$ cat config.mk
export PLATFORM = sky130hd
export DESIGN_NAME = reg_writeback_unit
export DESIGN_NICKNAME = d
export VERILOG_FILES = /design/src/rtl/wb_pkg.sv /design/src/rtl/wb_fifo.sv /design/src/rtl/reg_writeback_unit.sv
export SDC_FILE = /design/constraint.sdc
export NUM_CORES = 1
export LEC_CHECK = 0
export CORE_MARGIN = 3
export CORE_UTILIZATION = 50
export CTS_CLUSTER_SIZE = 30
export DETAILED_ROUTE_END_ITERATION = 6
export GPL_TIMING_DRIVEN = 0
export PLACE_DENSITY = 0.86
export SYNTH_ARGS = -nofsm -noshare
export SYNTH_HDL_FRONTEND = slang
export SYNTH_SLANG_ARGS = --single-unit
$ cat constraint.sdc
create_clock -name clk -period 3.35 [get_ports clk]
set_clock_uncertainty 0.15 [all_clocks]
set_input_delay 0.335 -clock clk [delete_from_list [all_inputs] [get_ports clk]]
set_output_delay 0.335 -clock clk [all_outputs]
set_load 0.01 [all_outputs]
$ cat src/rtl/wb_pkg.sv
// Shared types and constants for the register-file write-back path.
// The optional result-forwarding port is enabled by defining WB_FWD_EN.
package wb_pkg;

    localparam int DATA_W    = 16;
    localparam int ADDR_W    = 3;
    localparam int NUM_REGS  = 7;
    localparam int NUM_ADDRS = 2 ** ADDR_W;

    typedef struct packed {
        logic [ADDR_W-1:0] addr;
        logic [DATA_W-1:0] data;
    } wb_entry_t;

    typedef enum logic {
        SRC_ALU = 1'b0,
        SRC_MEM = 1'b1
    } wb_src_e;

    // Addresses at or above NUM_REGS have no backing register.
    function automatic logic addr_in_range(input logic [ADDR_W-1:0] a);
        return ({1'b0, a} < (ADDR_W + 1)'(NUM_REGS));
    endfunction

endpackage

$ cat src/rtl/wb_fifo.sv
// Synchronous FIFO of write-back entries. Besides push/pop it exposes a
// per-slot valid vector and the stored addresses so the top level can build
// the pending mask; with WB_FWD_EN it also exposes slot data and the read
// pointer for age-ordered forwarding lookups.
module wb_fifo
    import wb_pkg::*;
#(
    parameter int DEPTH = 4
) (
    input  logic                          clk,
    input  logic                          rst_n,
    input  logic                          push,
    input  wb_entry_t                     push_entry,
    input  logic                          pop,
    output wb_entry_t                     head,
    output logic [$clog2(DEPTH):0]        count,
    output logic                          full,
    output logic [DEPTH-1:0]              entry_valid,
    output logic [DEPTH-1:0][ADDR_W-1:0]  entry_addr
`ifdef WB_FWD_EN
    ,
    output logic [DEPTH-1:0][DATA_W-1:0]  entry_data,
    output logic [$clog2(DEPTH)-1:0]      rd_ptr_out
`endif
);

    localparam int PTR_W = $clog2(DEPTH);
    localparam int CNT_W = PTR_W + 1;

    wb_entry_t        mem [DEPTH];
    logic [PTR_W-1:0] wr_ptr;
    logic [PTR_W-1:0] rd_ptr;
    logic             do_push;
    logic             do_pop;
    logic [DEPTH-1:0] push_mask;
    logic [DEPTH-1:0] pop_mask;

    assign full    = (count == CNT_W'(DEPTH));
    assign do_push = push & ~full;
    assign do_pop  = pop & (count != '0);
    assign head    = mem[rd_ptr];

    // One-hot slot masks for the valid-vector update.
    always_comb begin
        push_mask = '0;
        pop_mask  = '0;
        if (do_push) push_mask[wr_ptr] = 1'b1;
        if (do_pop)  pop_mask[rd_ptr]  = 1'b1;
    end

    // Flatten stored addresses (and data when forwarding) for the top level.
    always_comb begin
        for (int i = 0; i < DEPTH; i++) begin
            entry_addr[i] = mem[i].addr;
`ifdef WB_FWD_EN
            entry_data[i] = mem[i].data;
`endif
        end
    end

`ifdef WB_FWD_EN
    assign rd_ptr_out = rd_ptr;
`endif

    // Storage array; contents are qualified by entry_valid so no reset needed.
    always_ff @(posedge clk) begin
        if (do_push) mem[wr_ptr] <= push_entry;
    end

    // Pointers wrap naturally; occupancy is tracked in its own counter.
    always_ff @(posedge clk or negedge rst_n) begin
        if (!rst_n) begin
            wr_ptr      <= '0;
            rd_ptr      <= '0;
            count       <= '0;
            entry_valid <= '0;
        end else begin
            if (do_push) wr_ptr <= wr_ptr + PTR_W'(1);
            if (do_pop)  rd_ptr <= rd_ptr + PTR_W'(1);
            case ({do_push, do_pop})
                2'b10:   count <= count + CNT_W'(1);
                2'b01:   count <= count - CNT_W'(1);
                default: count <= count;
            endcase
            entry_valid <= (entry_valid & ~pop_mask) | push_mask;
        end
    end

endmodule

$ cat src/rtl/reg_writeback_unit.sv
// Write-side front end of the register file: round-robin arbitration between
// the ALU and load unit, a small result FIFO, a registered write port and a
// per-register pending mask for decode hazard stalls.
// Define WB_FWD_EN to add the fwd_addr/fwd_hit/fwd_data lookup port.
module reg_writeback_unit
    import wb_pkg::*;
#(
    parameter int DEPTH = 4
) (
    input  logic                    clk,
    input  logic                    rst_n,
    input  logic                    alu_valid,
    output logic                    alu_ready,
    input  logic [ADDR_W-1:0]       alu_addr,
    input  logic [DATA_W-1:0]       alu_data,
    input  logic                    mem_valid,
    output logic                    mem_ready,
    input  logic [ADDR_W-1:0]       mem_addr,
    input  logic [DATA_W-1:0]       mem_data,
    output logic                    reg_wr_en,
    output logic [ADDR_W-1:0]       reg_wr_addr,
    output logic [DATA_W-1:0]       reg_wr_data,
    output logic [NUM_ADDRS-1:0]    pending,
    output logic [$clog2(DEPTH):0]  fifo_count,
    output logic                    bad_addr
`ifdef WB_FWD_EN
    ,
    input  logic [ADDR_W-1:0]       fwd_addr,
    output logic                    fwd_hit,
    output logic [DATA_W-1:0]       fwd_data
`endif
);

    localparam int PTR_W = $clog2(DEPTH);

    wb_src_e                     rr_ptr;
    logic                        grant_alu;
    logic                        grant_mem;
    logic                        accept;
    logic                        both_valid;
    wb_entry_t                   sel_entry;
    logic                        sel_ok;
    logic                        fifo_push;
    logic                        fifo_pop;
    logic                        fifo_full;
    wb_entry_t                   fifo_head;
    logic [DEPTH-1:0]            entry_valid;
    logic [DEPTH-1:0][ADDR_W-1:0] entry_addr;
`ifdef WB_FWD_EN
    logic [DEPTH-1:0][DATA_W-1:0] entry_data;
    logic [PTR_W-1:0]            rd_ptr;
    logic [PTR_W-1:0]            fwd_idx;
`endif

    // Grant goes to the sole requester, or to the round-robin owner on a tie.
    always_comb begin
        both_valid = alu_valid & mem_valid;
        grant_alu  = alu_valid & (~mem_valid | (rr_ptr == SRC_ALU));
        grant_mem  = mem_valid & (~alu_valid | (rr_ptr == SRC_MEM));
        alu_ready  = grant_alu & ~fifo_full;
        mem_ready  = grant_mem & ~fifo_full;
        accept     = (alu_valid & alu_ready) | (mem_valid & mem_ready);
        sel_entry  = grant_alu ? '{addr: alu_addr, data: alu_data}
                               : '{addr: mem_addr, data: mem_data};
        sel_ok     = addr_in_range(sel_entry.addr);
        fifo_push  = accept & sel_ok;
        fifo_pop   = (fifo_count != '0);
    end

    wb_fifo #(
        .DEPTH(DEPTH)
    ) u_fifo (
        .clk         (clk),
        .rst_n       (rst_n),
        .push        (fifo_push),
        .push_entry  (sel_entry),
        .pop         (fifo_pop),
        .head        (fifo_head),
        .count       (fifo_count),
        .full        (fifo_full),
        .entry_valid (entry_valid),
        .entry_addr  (entry_addr)
`ifdef WB_FWD_EN
        ,
        .entry_data  (entry_data),
        .rd_ptr_out  (rd_ptr)
`endif
    );

    // Round-robin owner flips only when a contested cycle resolves.
    always_ff @(posedge clk or negedge rst_n) begin
        if (!rst_n) begin
            rr_ptr <= SRC_ALU;
        end else if (both_valid && accept) begin
            rr_ptr <= (rr_ptr == SRC_ALU) ? SRC_MEM : SRC_ALU;
        end
    end

    // Sticky flag for accepted writes aimed at a non-existent register.
    always_ff @(posedge clk or negedge rst_n) begin
        if (!rst_n) begin
            bad_addr <= 1'b0;
        end else if (accept && !sel_ok) begin
            bad_addr <= 1'b1;
        end
    end

    // Output stage drains one FIFO entry per cycle; address/data hold when idle.
    always_ff @(posedge clk or negedge rst_n) begin
        if (!rst_n) begin
            reg_wr_en   <= 1'b0;
            reg_wr_addr <= '0;
            reg_wr_data <= '0;
        end else if (fifo_pop) begin
            reg_wr_en   <= 1'b1;
            reg_wr_addr <= fifo_head.addr;
            reg_wr_data <= fifo_head.data;
        end else begin
            reg_wr_en   <= 1'b0;
        end
    end

    // Pending mask built purely from registered FIFO and output-stage state.
    always_comb begin
        pending = '0;
        for (int i = 0; i < DEPTH; i++) begin
            if (entry_valid[i]) pending[entry_addr[i]] = 1'b1;
        end
        if (reg_wr_en) pending[reg_wr_addr] = 1'b1;
    end

`ifdef WB_FWD_EN
    // Scan oldest to youngest so the youngest matching result wins.
    always_comb begin
        fwd_hit  = 1'b0;
        fwd_data = '0;
        fwd_idx  = '0;
        if (reg_wr_en && (reg_wr_addr == fwd_addr)) begin
            fwd_hit  = 1'b1;
            fwd_data = reg_wr_data;
        end
        for (int k = 0; k < DEPTH; k++) begin
            fwd_idx = rd_ptr + PTR_W'(k);
            if (entry_valid[fwd_idx] && (entry_addr[fwd_idx] == fwd_addr)) begin
                fwd_hit  = 1'b1;
                fwd_data = entry_data[fwd_idx];
            end
        end
    end
`endif

endmodule

; ---- After elaboration in Yosys (flattened, before gate mapping)
; Memory sizes are Yosys's and may differ from the RTL's. A register that Yosys moved wholly into a read port is not among the register bits.
; Cells that the tools add are included.
[totals]
ff_bits = 14
ramBits = 76
in_bits = 42
output_inout_bits = 34
word_cells = 93
n_memories = 1
[op_classes]
addsub = 4
n_lt_le_gt_ge = 15
eq_ne = 3
mux = 27
bitwise = 23
n_reduce_logical = 13
[mem_list]
columns = name, words, word_bits, read_ports, rd_ports_with_merged_regs, wr, line
row1 = u_fifo.mem, 4, 19, 5, 1, 1, wb_fifo.sv:30  ; wb_entry_t mem [DEPTH];
[op_table]
columns = op, count
row1 = 2-to-1 mux 8 bit, 5
row2 = OR 8 bit, 4
row3 = less-than comparator 3 x 4 -> 1 bit (second input constant), 5
row4 = 2-to-1 mux 19 bit, 1
row5 = demux 1 bit (select 3 bit), 5
row6 = greater-or-equal comparator 3 x 1 -> 1 bit (second input constant), 5
row7 = 2-to-1 mux 1 bit, 11
row8 = bitwise AND 1 bit, 9
row9 = logical AND 1 bit, 9
row10 = 2-to-1 mux 4 bit, 2
row11 = less-than comparator 2 x 3 -> 1 bit (second input constant), 2
row12 = one-hot mux 3 bit (2 select lines), 1
row13 = adder 2 x 1 -> 2 bit (second input constant), 2
row14 = bitwise AND 4 bit, 1
row15 = demux 1 bit (select 2 bit), 2
row16 = greater-or-equal comparator 2 x 1 -> 1 bit (second input constant), 2
row17 = NOT 1 bit, 4
row18 = NOT 4 bit, 1
row19 = OR 4 bit, 1
row20 = adder 3 x 1 -> 3 bit (second input constant), 1
row21 = == test 3 bit (second input constant), 1
row22 = less-than comparator 3 bit (second input constant), 1
row23 = OR 1 bit, 3
row24 = nonzero test 3 bit, 1
row25 = 5 further kinds, 6

; ---- Logic depth before layout (Yosys ltp)
[depth]
ltp_word = 13
mapped_depth = 8
ltp_nobuf = 7

; ---- Modules after synthesis
; From an unflattened synthesis, not the netlist that was laid out.
[unflattened]
hier_cells = 304
area_unflattened_um2 = 5007.3
[by_module_without_submodules]
columns = mod, n_inst, cells_per_inst, area_each_um2, seq_area_each_um2
row1 = wb_fifo, 1, 168, 3464.6, 2557.5
row2 = reg_writeback_unit, 1, 136, 1542.7, 550.5

; ---- Worst setup path after synthesis
; OpenSTA, ideal clock, no wires.
[synth_timing]
path_kind = register to register
startpoint = register u_fifo.count[1]
endpoint = register u_fifo.count[1]
setup_ps = 95
arrival_ps = 1942
t_required_ps = 3105
setup_slack_ps = 1162
stages_incl_launch_ff = 9
path_buffers = 1
synth_period_minus_slack_ps = 2188
cell_sequence = dfrtp_1 -> nor3_2 -> clkinv_1 -> clkbuf_1 -> o31ai_1 -> fa_1 -> nor2_1 -> o21ai_0 -> o31ai_1
[synth_via]
word_cells_on_any_way = 16
classes_between = add/sub: 2 / eq/ne: 3 / mux: 1 / bitwise: 8 / reduce/logical: 2
[synth_lines]
columns = element, line
row1 = "start, declared", wb_fifo.sv:16  ; output logic [$clog2(DEPTH):0] count,
row2 = "start signal, assigned", wb_fifo.sv:81  ; 2'b10: count <= count + CNT_W'(1);
row3 = "start signal, assigned", wb_fifo.sv:82  ; 2'b01: count <= count - CNT_W'(1);
row4 = "start signal, assigned", wb_fifo.sv:83  ; default: count <= count;
row5 = nonzero test 3 bit *, reg_writeback_unit.sv:67  ; fifo_pop = (fifo_count != '0);
row6 = via fifo_pop, reg_writeback_unit.sv:44  ; logic fifo_pop;
row7 = == test 2 x 1 -> 1 bit or == test 2 bit (tied branches), wb_fifo.sv:80  ; case ({do_push, do_pop})
row8 = one-hot mux 3 bit (2 select lines) or nonzero test 2 bit (tied branches), --
; Mark *: on every way through the listed nets, which the timed path passes. The rest lies on a longest branch.
; A chain may end at the register's enable or synchronous reset.

; ---- Final worst setup path
[layout_timing]
startpoint = input port mem_valid
endpoint = memory u_fifo.mem[2][3] (netlist name), enable pin
[layout_via]
elab_chain_len = 10
word_cells_on_any_way = 15
classes_between = order compare: 1 / mux: 3 / bitwise: 11
[layout_lines]
columns = element, line
row1 = "start, declared", reg_writeback_unit.sv:16  ; input logic mem_valid,
row2 = branches (longest 6 deep; another with less-than comparator 3 bit), --
row3 = bitwise AND 1 bit *, reg_writeback_unit.sv:66  ; fifo_push = accept & sel_ok;
row4 = bitwise AND 1 bit *, wb_fifo.sv:39  ; assign do_push = push & ~full;
row5 = 2-to-1 mux 1 bit *, wb_fifo.sv:67  ; if (do_push) mem[wr_ptr] <= push_entry;
row6 = 2-to-1 mux 1 bit (implied by the code) *, wb_fifo.sv:67
row7 = "end, declared", wb_fifo.sv:30
; Every way passes the cells marked *.

==> summary.txt <==
STA
  – Period utilization: between 80 and 90%
  – Minimum clock period: between 2000 and 3000 ps
  – Worst-Margin Slew: between 1000 and 1500 ps
  – Setup TNS: 0 ps
  – Slew Limit Fails: 0
  – Worst hold slack: ~320 ps
  – Max_slew headroom: 29.0%
  – Final Hold Fails: 0
  – RSZ-0062 raised after global routing: false
  – # setup viols final: 0
  – Fmax: 361 MHz

Min path
  – Hold path startpoint: bad_addr$_DFFE_PN0P_
  – Hold Crit Class: reg2reg

Setup path
  – CP Launch Type: input port
  – WP data required: approximately 3200 ps
  – Critical Path AT: about 2600 ps
  – CP Max Fanout: 19
  – Setup crit start: mem_valid
  – Worst R2R Start: rr_ptr$_DFFE_PN0P_
  – Worst setup EP type: flip-flop
  – Critical path class: in2reg

Pwr
  – Clk pwr share: 14.9%
  – Leakage power: 2.20 nW
  – Pint: ~3.4 mW
  – Overall Power: approximately 5.2 mW
  – Switching part of the total: between 30% and 40%
  – Flop pwr share: between 40 and 50%
  – Combinational power share: around two fifths
  – PD cells: a little under 900 nW/µm²
  – Sw power: approximately 1.8 mW
  – Worst vdd ir: 405 µV

Finish
  – Inserted Diodes: 0
  – Share of cells above drive strength 1: 14.7%
  – Nets: 476
  – Synth-to-Final Area Change: 22.9%
  – Util after Layout: 63.6%
  – Final Instance Area: about 5900 µm²

GRT
  – Gr usage total: between 10% and 20%
  – Pin count of the biggest net entering global routing: 34
  – Vias in the first global route: approximately 3100
  – Initial antenna violation count: 0
  – Overflow after GRT: 0
  – Global-route wire length before repair: ~16 mm

Logic synthesis
  – Largest family of logic cells by synthesized area: multiplexers
  – Register area share after synthesis: between 60% and 70%
  – Synth Area in Compound Gates: ~4.3%
  – Mux contribution to synthesized area: 14.0%
  – Simple-gate area share of the yosys netlist: 12.7%
  – Yosys reg bits: ~110
  – XOR/XNOR Fraction of Synth Area: less than 1%
  – Mapped cell area: between 4000 and 5000 µm²
  – Syn Inst Count: about 340
  – Fraction of registers with async set/reset: a little under a third
  – Mean area per synthesized cell: 14.3 µm²
  – Synth Warn #: 0
  – Synth Flop Type: edfxtp_1
  – Adder-Cell Fraction of Synth Area: roughly 2.5%
  – Syn Nets: between 300 and 400
  – EDFF count, synth: 76
  – Synth unique cells: 37

Floorplanning
  – Ports: 76
  – Initial core utilization: between 50% and 60%
  – DIE AREA: 10900 µm²
  – Num rows: 35
  – Placeable Area: ~9300 µm²
  – Die width: around 100 µm
  – Die Ht: 104 µm

Clock network
  – Root Buffer: clkbuf_8
  – Clk_lat worst skew: between 300 and 400 ps
  – CTS tree: built
  – Clock slew at reported path FFs: around 90 ps
  – CTS H-tree lvls: 3
  – Clk buf depth: 2
  – Clock Sinks: 109
  – Post-CTS setup buffer count: 0
  – Cts repair resizes: 0
  – CTS Buf Count: 9

Placement
  – Dpl hpwl: around 7 mm
  – Post-Place Cell Area: ~5700 µm²
  – Routability cong.: roughly 0.84
  – # port buffers: 75

Drt
  – Iteration-0 DRC Markers: 200
  – DRC Markers: 0
  – Routed WL per cell: 17.4 µm
  – TritonRoute pass-1 iters: 4
  – Vias: around 3000
  – Via/cell ratio: about 5.4
  – Antenna-violating nets left: 0
  – Routed wire length: roughly 9.7 mm

Job
  – Max cap viols: 0

Status
  – Outcome: finished clean
[power groups by stage]
stage,combinational [mW],clock [mW],sequential (mW)
after floorplan,1.26,0,2.26
after global placement,2.08,0,2.26
after detailed placement,2.16,0,2.28
after CTS,2.16,0.775,2.26
after global routing,2.33,0.826,2.31
final,2.13,0.767,2.26
[layout make-up]
cell class / count / area, µm²
plain buffers: 11 / 50.0
clock buffers: 10 / 128
clock inverters: 6 / 61.3
fillers: 668 / 3400
inverters: 7 / 26.3
multi-input cells: 211 / 1640
flip-flops and latches: 109 / 3110
well taps: 129 / 161
repair buffers: 76 / 756
[sequential cells by signal, summed over array words and instances (netlist names)]
register	cells
u_fifo.mem	76
reg_wr_addr	3
u_fifo.entry_valid	4
bad_addr	1
u_fifo.wr_ptr	2
reg_wr_data	16
rr_ptr	1
u_fifo.count	3
reg_wr_en	1
u_fifo.rd_ptr	2
[Yosys cell counts, drive strengths merged, types with 2 or more instances]
library cell / n / share of area (%)
a21oi: 2 / 0.21
a22o: 5 / 0.91
and2: 5 / 0.65
buf: 5 / 0.57
clkbuf: 6 / 0.47
dfrtp: 33 / 17
edfxtp: 76 / 47
ha: 8 / 2.1
inv: 6 / 0.47
mux2: 20 / 4.7
mux2i: 2 / 0.42
mux4: 19 / 8.9
nand2: 74 / 5.8
nand2b: 13 / 1.7
nand3: 3 / 0.31
nor2: 14 / 1.1
nor3: 9 / 1.0
nor3b: 7 / 1.2
o21ai: 3 / 0.31
o221ai: 3 / 0.54
o22ai: 4 / 0.52
o31ai: 2 / 0.31
o32ai: 3 / 0.54
or3: 3 / 0.39
or4: 2 / 0.31
xnor2: 3 / 0.54
[cells by family after synthesis]
group,after synthesis
compound gates,26
mux,41
simple gates,132
xor+xnor,3
flops,109
fa+ha+maj,9
buf+inv,18
[stage by stage]
step,std cells,setup WS [ps]
3_5_place_dp,542,196
4_1_cts,559,586
3_3_place_gp,542,275
5_1_grt,559,477
2_1_floorplan,338,1160
6_report,559,579
[critical path, cell delays in order]
cell	delay (ps)
clkdlybuf4s50_1	530
a21boi_4	250
mux2i_1	150
nor3b_2	270
buf_4	210
and2_1	850
[routing by layer]
layer	global-route usage (%)	share of wire, %	up-vias
met5	0	0	-
met4	4.75	1.4	0
met3	3.29	4.3	10
met2	33.3	53	85
met1	22.5	41	1519
li1	-	-	1419
[cells in the final DEF (no fill, tap or decap), types with 4 or more instances in the layout]
| cell | synthesis | final |
|---|---|---|
| nand2b_1 | 13 | 13 |
| clkbuf_1 | 6 | 7 |
| clkbuf_8 | 0 | 9 |
| o22ai_1 | 4 | 4 |
| clkdlybuf4s50_1 | 0 | 74 |
| mux2_2 | 20 | 20 |
| edfxtp_1 | 76 | 76 |
| mux4_2 | 19 | 19 |
| dfrtp_1 | 33 | 33 |
| buf_2 | 4 | 5 |
| ha_1 | 8 | 8 |
| a22o_1 | 5 | 5 |
| nand2_1 | 74 | 74 |
| inv_1 | 6 | 6 |
| nor3_1 | 8 | 8 |
| nor3b_1 | 6 | 6 |
| and2_1 | 5 | 5 |
| nor2_1 | 14 | 14 |
[final timing paths]
| check | to | cells past startpoint | slack (ps) |
|---|---|---|---|
| setup / recovery | u_fifo.mem[2][3]$_DFFE_PP_ | 6 | 580 |
| hold / removal | bad_addr$_DFFE_PN0P_ | 1 | 320 |
| setup reg to reg | u_fifo.mem[2][3]$_DFFE_PP_ | 5 | 700 |
| hold reg to reg | bad_addr$_DFFE_PN0P_ | 1 | 320 |
| max in group asynchronous | reg_wr_addr[0]$_DFFE_PN0P_ | 2 | 2120 |
| min in group asynchronous | bad_addr$_DFFE_PN0P_ | 2 | 440 |
[what timing repair did]
item | in CTS | in global routing
hold endpoints to repair | 33 | 0
hold buffers | 1 | 0
setup endpoints to repair | 0 | 0
Power figures use the tool's default switching activity.
